==> src/rtl/dwt_fixed_pkg.sv <==
// dwt_fixed_pkg: shared fixed-point widths, lifting coefficients and data type for the DWT datapath
package dwt_fixed_pkg;
    localparam int SIZE_DEFAULT = 32;
    localparam int FRAC_DEFAULT = 16;
    localparam int ONE_Q = 1 << FRAC_DEFAULT;
    localparam logic signed [SIZE_DEFAULT-1:0] ALPHA_Q = 32'sh0002_0000;
    localparam logic signed [SIZE_DEFAULT-1:0] BETA_Q  = 32'sh0003_0000;
    localparam logic signed [SIZE_DEFAULT-1:0] GAMMA_Q = 32'sh0004_0000;
    localparam logic signed [SIZE_DEFAULT-1:0] DELTA_Q = 32'sh0005_0000;
    localparam logic signed [SIZE_DEFAULT-1:0] ZETA_Q  = 32'sh0006_0000;
    typedef logic signed [SIZE_DEFAULT-1:0] fixed_t;
endpackage

==> src/rtl/fixed_point_multiplier.sv <==
// fixed_point_multiplier: combinational full-width (a*b)>>>FRAC, result truncated to OW bits with overflow flag
module fixed_point_multiplier #(
    parameter int AW = 33,
    parameter int BW = 32,
    parameter int FRAC = 16,
    parameter int OW = 33
) (
    input  logic signed [AW-1:0] a,
    input  logic signed [BW-1:0] b,
    output logic signed [OW-1:0] p,
    output logic                 ovf
);
    localparam int W = AW + BW;
    logic signed [W-1:0] full;
    assign full = (a * b) >>> FRAC;
    assign p = full[OW-1:0];
    assign ovf = ~((&full[W-1:OW-1]) | ~(|full[W-1:OW-1]));
endmodule

==> src/rtl/fixed_lifting_mac.sv <==
// fixed_lifting_mac: registered d = in3 + cons*(in0+in1) in signed fixed point, one-cycle latency.
// Define FIXED_LIFTING_MAC_SATURATE_EN to clamp out-of-range results instead of wrapping.
module fixed_lifting_mac
    import dwt_fixed_pkg::*;
#(
    parameter int SIZE = SIZE_DEFAULT,
    parameter int FRAC = FRAC_DEFAULT
) (
    input  logic            clk,
    input  logic            resetn,
    input  logic            in_valid,
    input  logic [SIZE-1:0] in0,
    input  logic [SIZE-1:0] in1,
    input  logic [SIZE-1:0] in3,
    input  logic [SIZE-1:0] cons,
    output logic [SIZE-1:0] d,
    output logic            out_valid,
    output logic            ovf
);
    logic signed [SIZE:0]   sum;
    logic signed [SIZE:0]   scaled;
    logic signed [SIZE+1:0] acc;
    logic                   mul_ovf;
    logic                   ovf_n;
    logic [SIZE-1:0]        d_n;
    assign sum = $signed(in0) + $signed(in1);
    // A scaled value outside SIZE+1 bits can never be pulled back into range by in3
    fixed_point_multiplier #(.AW(SIZE + 1), .BW(SIZE), .FRAC(FRAC), .OW(SIZE + 1)) u_mul (
        .a(sum),
        .b($signed(cons)),
        .p(scaled),
        .ovf(mul_ovf)
    );
    assign acc = scaled + $signed(in3);
    assign ovf_n = mul_ovf | ~((&acc[SIZE+1:SIZE-1]) | ~(|acc[SIZE+1:SIZE-1]));
`ifdef FIXED_LIFTING_MAC_SATURATE_EN
    logic neg;
    assign neg = mul_ovf ? sum[SIZE] ^ cons[SIZE-1] : acc[SIZE+1];
    assign d_n = ovf_n ? (neg ? {1'b1, {(SIZE-1){1'b0}}} : {1'b0, {(SIZE-1){1'b1}}}) : acc[SIZE-1:0];
`else
    assign d_n = acc[SIZE-1:0];
`endif
    always_ff @(posedge clk or posedge resetn) begin
        if (resetn) begin
            d <= '0;
            out_valid <= 1'b0;
            ovf <= 1'b0;
        end else begin
            out_valid <= in_valid;
            if (in_valid) begin
                d <= d_n;
                ovf <= ovf_n;
            end
        end
    end
endmodule

==> config.mk <==
export PLATFORM = sky130hd
export DESIGN_NAME = fixed_lifting_mac
export DESIGN_NICKNAME = d
export VERILOG_FILES = /design/src/rtl/dwt_fixed_pkg.sv /design/src/rtl/fixed_point_multiplier.sv /design/src/rtl/fixed_lifting_mac.sv
export SDC_FILE = /design/constraint.sdc
export NUM_CORES = 2
export LEC_CHECK = 0
export ABC_CLOCK_PERIOD_IN_PS = 1050
export BUFFER_PORTS_ARGS = -buffer_cell sky130_fd_sc_hd__buf_2
export CAP_MARGIN = 30
export CORE_ASPECT_RATIO = 1.75
export CORE_UTILIZATION = 30
export CTS_CLUSTER_SIZE = 28
export DETAILED_ROUTE_END_ITERATION = 12
export PLACE_DENSITY_LB_ADDON = 0.15
export SYNTH_ARGS = -nofsm -noshare
export SYNTH_HDL_FRONTEND = slang
export SYNTH_SLANG_ARGS = --single-unit
==> constraint.sdc <==
create_clock -name clk -period 1.05 [get_ports clk]
set_clock_uncertainty 0.2 [all_clocks]
set_input_delay 0 -clock clk [delete_from_list [all_inputs] [get_ports clk]]
set_output_delay 0 -clock clk [all_outputs]
set_load 0.005 [all_outputs]
Word level (Yosys, flattened, before mapping)
Cells that the tools add are included.

Output and inout bits: 34. Input port bits: 131. Register bits: 34. Logic and storage cells: 17.

Multiply operators: 1. Reduce and logical (&&, ||, !) cells: 4. Add/subtract/negate cells: 2. Bitwise logic cells: 7.

Operator list (number): $mul 33x32->65 (1); $add 33x32->34 (1); $add 32x32->33 (1); $reduce_and 17->1 (1); $reduce_or 17->1 (1); $not 1->1 (4); $or 1x1->1 (3); $reduce_and 3->1 (1); $reduce_or 3->1 (1).

Depth between registers and ports, before layout
Depth after elaboration: 8. Mapped depth: 53. Mapped depth without buffers: 52.

Hierarchy
A second synthesis with hierarchy kept.

Cells, all modules: 4610. Area, all modules: 42117.9 sq um.

Modules (own cells, without submodules): fixed_point_multiplier (area an instance 37609.8 sq um, instances 1, cells each 4088, seq. area each 0.0 sq um); fixed_lifting_mac (area an instance 4508.1 sq um, instances 1, cells each 522, seq. area each 850.8 sq um).

Worst setup path before layout
Ideal clock, no wire load.

Kind: input-to-reg. Start point: input in0[7]. End point: register ovf. Stages: 46. Required time: 0.732 ns. Library setup time: 0.118 ns. Buffers on the path: 2. Slack: -10.397 ns. Arrival: 11.129 ns. Cell sequence: ha_1 -> and3_1 -> a2111oi_0 -> o31a_1 -> o21ai_1 -> a31oi_1 -> o2bb2ai_1 -> nor2_1 -> or2_1 -> o21a_1 -> a21oi_1 -> xnor2_1 -> clkbuf_1 -> and2_1 -> fa_1 -> fa_1 -> inv_1 -> fa_1 -> [10 not listed] -> a41oi_1 -> o31ai_1 -> nand3_1 -> nand2_1 -> a21oi_1 -> o21ai_0 -> xor2_1 -> ha_1 -> and3_1 -> a211o_1 -> a31oi_1 -> o21ai_1 -> o31ai_2 -> a21oi_1 -> or4_1 -> a21oi_1 -> a211oi_1 -> a21o_1.

Word-level cells in the longest chain between the ends: 8. Elaborated cells on any way between the ends: 14. Classes of those cells: add/sub: 2; mul: 1; bitwise: 7; reduce/logical: 4.

Ends and longest elaborated chain: start: declaration (RTL line fixed_lifting_mac.sv:12) `input logic [SIZE-1:0] in0,`; $add 32x32->33 * (RTL line fixed_lifting_mac.sv:26) `assign sum = $signed(in0) + $signed(in1);`; $mul 33x32->65 * (RTL line fixed_point_multiplier.sv:15) `assign full = (a * b) >>> FRAC;`; $add 33x32->34 (RTL line fixed_lifting_mac.sv:34) `assign acc = scaled + $signed(in3);`; $reduce_or 3->1 (RTL line fixed_lifting_mac.sv:35) `assign ovf_n = mul_ovf | ~((&acc[SIZE+1:SIZE-1]) | ~(|acc[SIZE+1:SIZE-1]));`; $not 1->1 (RTL line fixed_lifting_mac.sv:35); $or 1x1->1 (RTL line fixed_lifting_mac.sv:35); $not 1->1 (RTL line fixed_lifting_mac.sv:35); $or 1x1->1 * (RTL line fixed_lifting_mac.sv:35); end signal: assignment (RTL line fixed_lifting_mac.sv:52) `ovf <= ovf_n;`; end: declaration (RTL line fixed_lifting_mac.sv:18) `output logic ovf`.

Mark *: on every way between the ends. The rest lies on a longest branch, timed or not. A chain may end at the register's enable or synchronous reset.

Worst setup path in the final report
Start point: input in0[0]. End point: register ovf.

Same word-level chain as after synthesis.

==> summary.md <==
| Metric | Value |
|---|---|
| H-tree Lvls | 2 |
| DRT Pass-1 Iters | 5 |
| CP arrival | 10.89 ns |
| Unrepaired setup endpoints after global routing | yes |
| Die H | 492 um |
| Xor/xnor cell area share of the yosys netlist | 0.0242 |
| Syn-to-layout area delta | 26.1% |
| Max Cap Viol | 0 |
| Hold WS | -0.103 ns |
| Syn_nets | 5899 |
| Root Buffer | clkbuf_16 |
| Synth Area in Adders | 0.616 |
| Reg2Reg Setup Slack | -0.17 ns |
| Count leader, synth | fa_1 |
| # setup viols final | 35 |
| Tightest Hold Check Type | primary input to register |
| Post-route DRC violation count | 0 |
| Max Slew Vio Count | 0 |
| Vias | 31900 |
| Post-synth top cells | fa_1 (1114), inv_1 (1029), and2_1 (603) |
| Reg2reg start | ovf$_DFFE_PP0P_ |
| Fin area | 52000 um^2 |
| Slowest Stage Delay on Critical Path | 0.57 ns |
| TritonCTS buffer count | 5 |
| CP max stage cell | fa_1 |
| Worst setup margin | -9.86 ns |
| Post-synth top area share | 0.541 |
| Clk sinks | 34 |
| CP Buf/Inv Count | 8 |
| Placed cell count | 6897 |
| Most used cell along the critical path | fa_1 |
| DIE AREA | 139000 um^2 |
| IO buf count | 164 |
| Crit share post-route | 10.4 |
| Total gr overflow | 0 |
| Avg Cell Area, Syn | 9.35 um^2 |
| WP data required | 1.03 ns |
| Vias in the first global route | 36800 |
| Core Box Area | 136000 um^2 |
| Post-synthesis async set-or-reset flop share | 1.00 |
| Register area share after synthesis | 0.0206 |
| Diode count | 0 |
| Largest net degree at the start of global routing | 43 |
| Post-Synthesis Cell Area | 41200 um^2 |
| Simple-gate area share of the yosys netlist | 0.169 |
| Primary FF master, synth | dfrtp_1 |
| Synth top area cells | fa_1 (54%), inv_1 (9.4%), and2_1 (9.2%) |
| Main combinational cell family by area after synthesis | adder cells |
| CP max FO | 14 |
| Clock Path Buffers | 2 |
| DRT iter0 DRCs | 1040 |
| Synth Area in Compound Gates | 0.0511 |
| Syn Inst Count | 4408 |
| Worst slew margin | 0.600 |
| Post-DR vias/cell | 4.58 |
| Achievable Freq | 0.0916 GHz |
| Crit end category | register |
| CTS Hold Bufs | 1 |
| Worst Setup SP | in0[0] |
| Clock Latency Late Sink | 0.28 ns |
| Cell accounting for the most synthesized area | fa_1 |
| Share of cells above drive strength 1 | 0.243 |
| Synth Warn # | 0 |
| CTS tree | built |
| Cell family with most CP delay | adder cells |
| Final nets | 6645 |
| Routability cong. | 0.861 |
| Final hold vios | 1 |
| Row Count | 179 |
| First-pass GRT wire length | 217000 um |
| Post-DP HPWL | 130000 um |
| Worst slew pin tran | 0.600 ns |
| Startpoint types | primary input |
| ANT nets after route | 0 |
| Number of enable flip-flop cells after synthesis | 0 |
| Initial Utilization | 0.303 |
| Setup TNS | -289.83 ns |
| Hold path start | in3[0] |
| Non-Filler Instances | 6965 |
| Clock slew at reported path FFs | 0.06 ns |
| Yosys reg bits | 34 |
| Cell Area, Placed | 50200 um^2 |
| Mux cell area share after synthesis | 0.00680 |
| Die width | 282 um |
| Failing checks | hold timing, setup timing |
| Status | finished with violations |
| DRT Wirelength | 145000 um |
| Gr usage total | 0.213 |
| Synth unique cells | 72 |
| Crit path kind | primary input to register |
| Initial antenna violation count | 0 |
| IO Count | 165 |
| Fin crit period | 10.91 ns |
| DR WL/cell | 20.8 um |
-- worst paths after layout --
kind / to / depth (start not counted)
hold / removal: d[0]$_DFFE_PP0P_ / 3
setup reg to reg: ovf$_DFFE_PP0P_ / 3
max in group asynchronous: d[3]$_DFFE_PP0P_ / 4
setup / recovery: ovf$_DFFE_PP0P_ / 50
min in group asynchronous: d[31]$_DFFE_PP0P_ / 4
hold reg to reg: d[13]$_DFFE_PP0P_ / 1
-- through the flow --
stage | util | worst slack [ns] | hold slack [ns]
after floorplan | - | -9.75 | -0.169
after global placement | 0.369 | -10.65 | -0.135
after detailed placement | 0.369 | -10.63 | -0.118
after CTS | 0.378 | -9.97 | -0.107
after global routing | 0.382 | -10.43 | -0.0965
final | 0.382 | -9.86 | -0.103
-- cell families after synthesis --
| kind of cell | after synthesis |
|---|---|
| mux | 25 |
| flops | 34 |
| compound gates | 311 |
| fa+ha+maj | 1360 |
| simple gates | 1327 |
| buf+inv | 1237 |
| xor+xnor | 114 |
-- state kept, by name, summed over array words and instances, names as in the netlist --
signal     cells
ovf            1
d             32
out_valid      1
-- cell usage in the layout, fill, tap and decap left out, drive strengths merged, types with 7 or more instances in the layout --
master  instances
nor2           65
a21oi         105
o211ai          8
dfrtp          34
mux2           24
nor2b          37
and2          603
o21a           14
nand2b         38
inv          1028
xnor2          85
a211oi          9
nand4          11
nand3          32
nor4            8
buf           945
o21bai         14
and3            9
xor2           29
a21o           42
ha            246
nor3           26
fa           1114
or3            10
a31oi           8
nand2         469
clkbuf          7
o21ai          55
-- what timing repair did --
action | in CTS | in global routing
resized for setup | 135 | 95
setup buffers | 45 | 21
cloned | 2 | 0
setup endpoints to repair | 35 | 36
pin swaps | 92 | 84
endpoints found under the hold margin | 35 | 1
-- area by class of cell --
class,count,area (um^2)
fillers,14200,84200
multi-input cells,3137,37400
repair buffers,946,7460
inverters,1030,3870
well taps,1810,2260
flip-flops and latches,34,851
clock buffers,7,143
clock inverters,1,5.00
-- worst min-delay path, cell delays in order --
cell and delay (ns):
buf_2 0.10, ha_4 0.12, mux2_4 0.12
-- layer usage --
| layer | up-vias | GRT usage | wire length, um | part of all wire |
|---|---|---|---|---|
| met3 | 282 | 0.00810 | 1640 | 0.011 |
| li1 | 14400 | - | - | - |
| met5 | - | 0 | 0 | 0 |
| met1 | 16800 | 0.189 | 42700 | 0.29 |
| met4 | 0 | 0.157 | 13100 | 0.090 |
| met2 | 494 | 0.441 | 87500 | 0.60 |
Power is not shown: default switching activity piles up to over one toggle a cycle in this logic, so the estimate is an artifact.
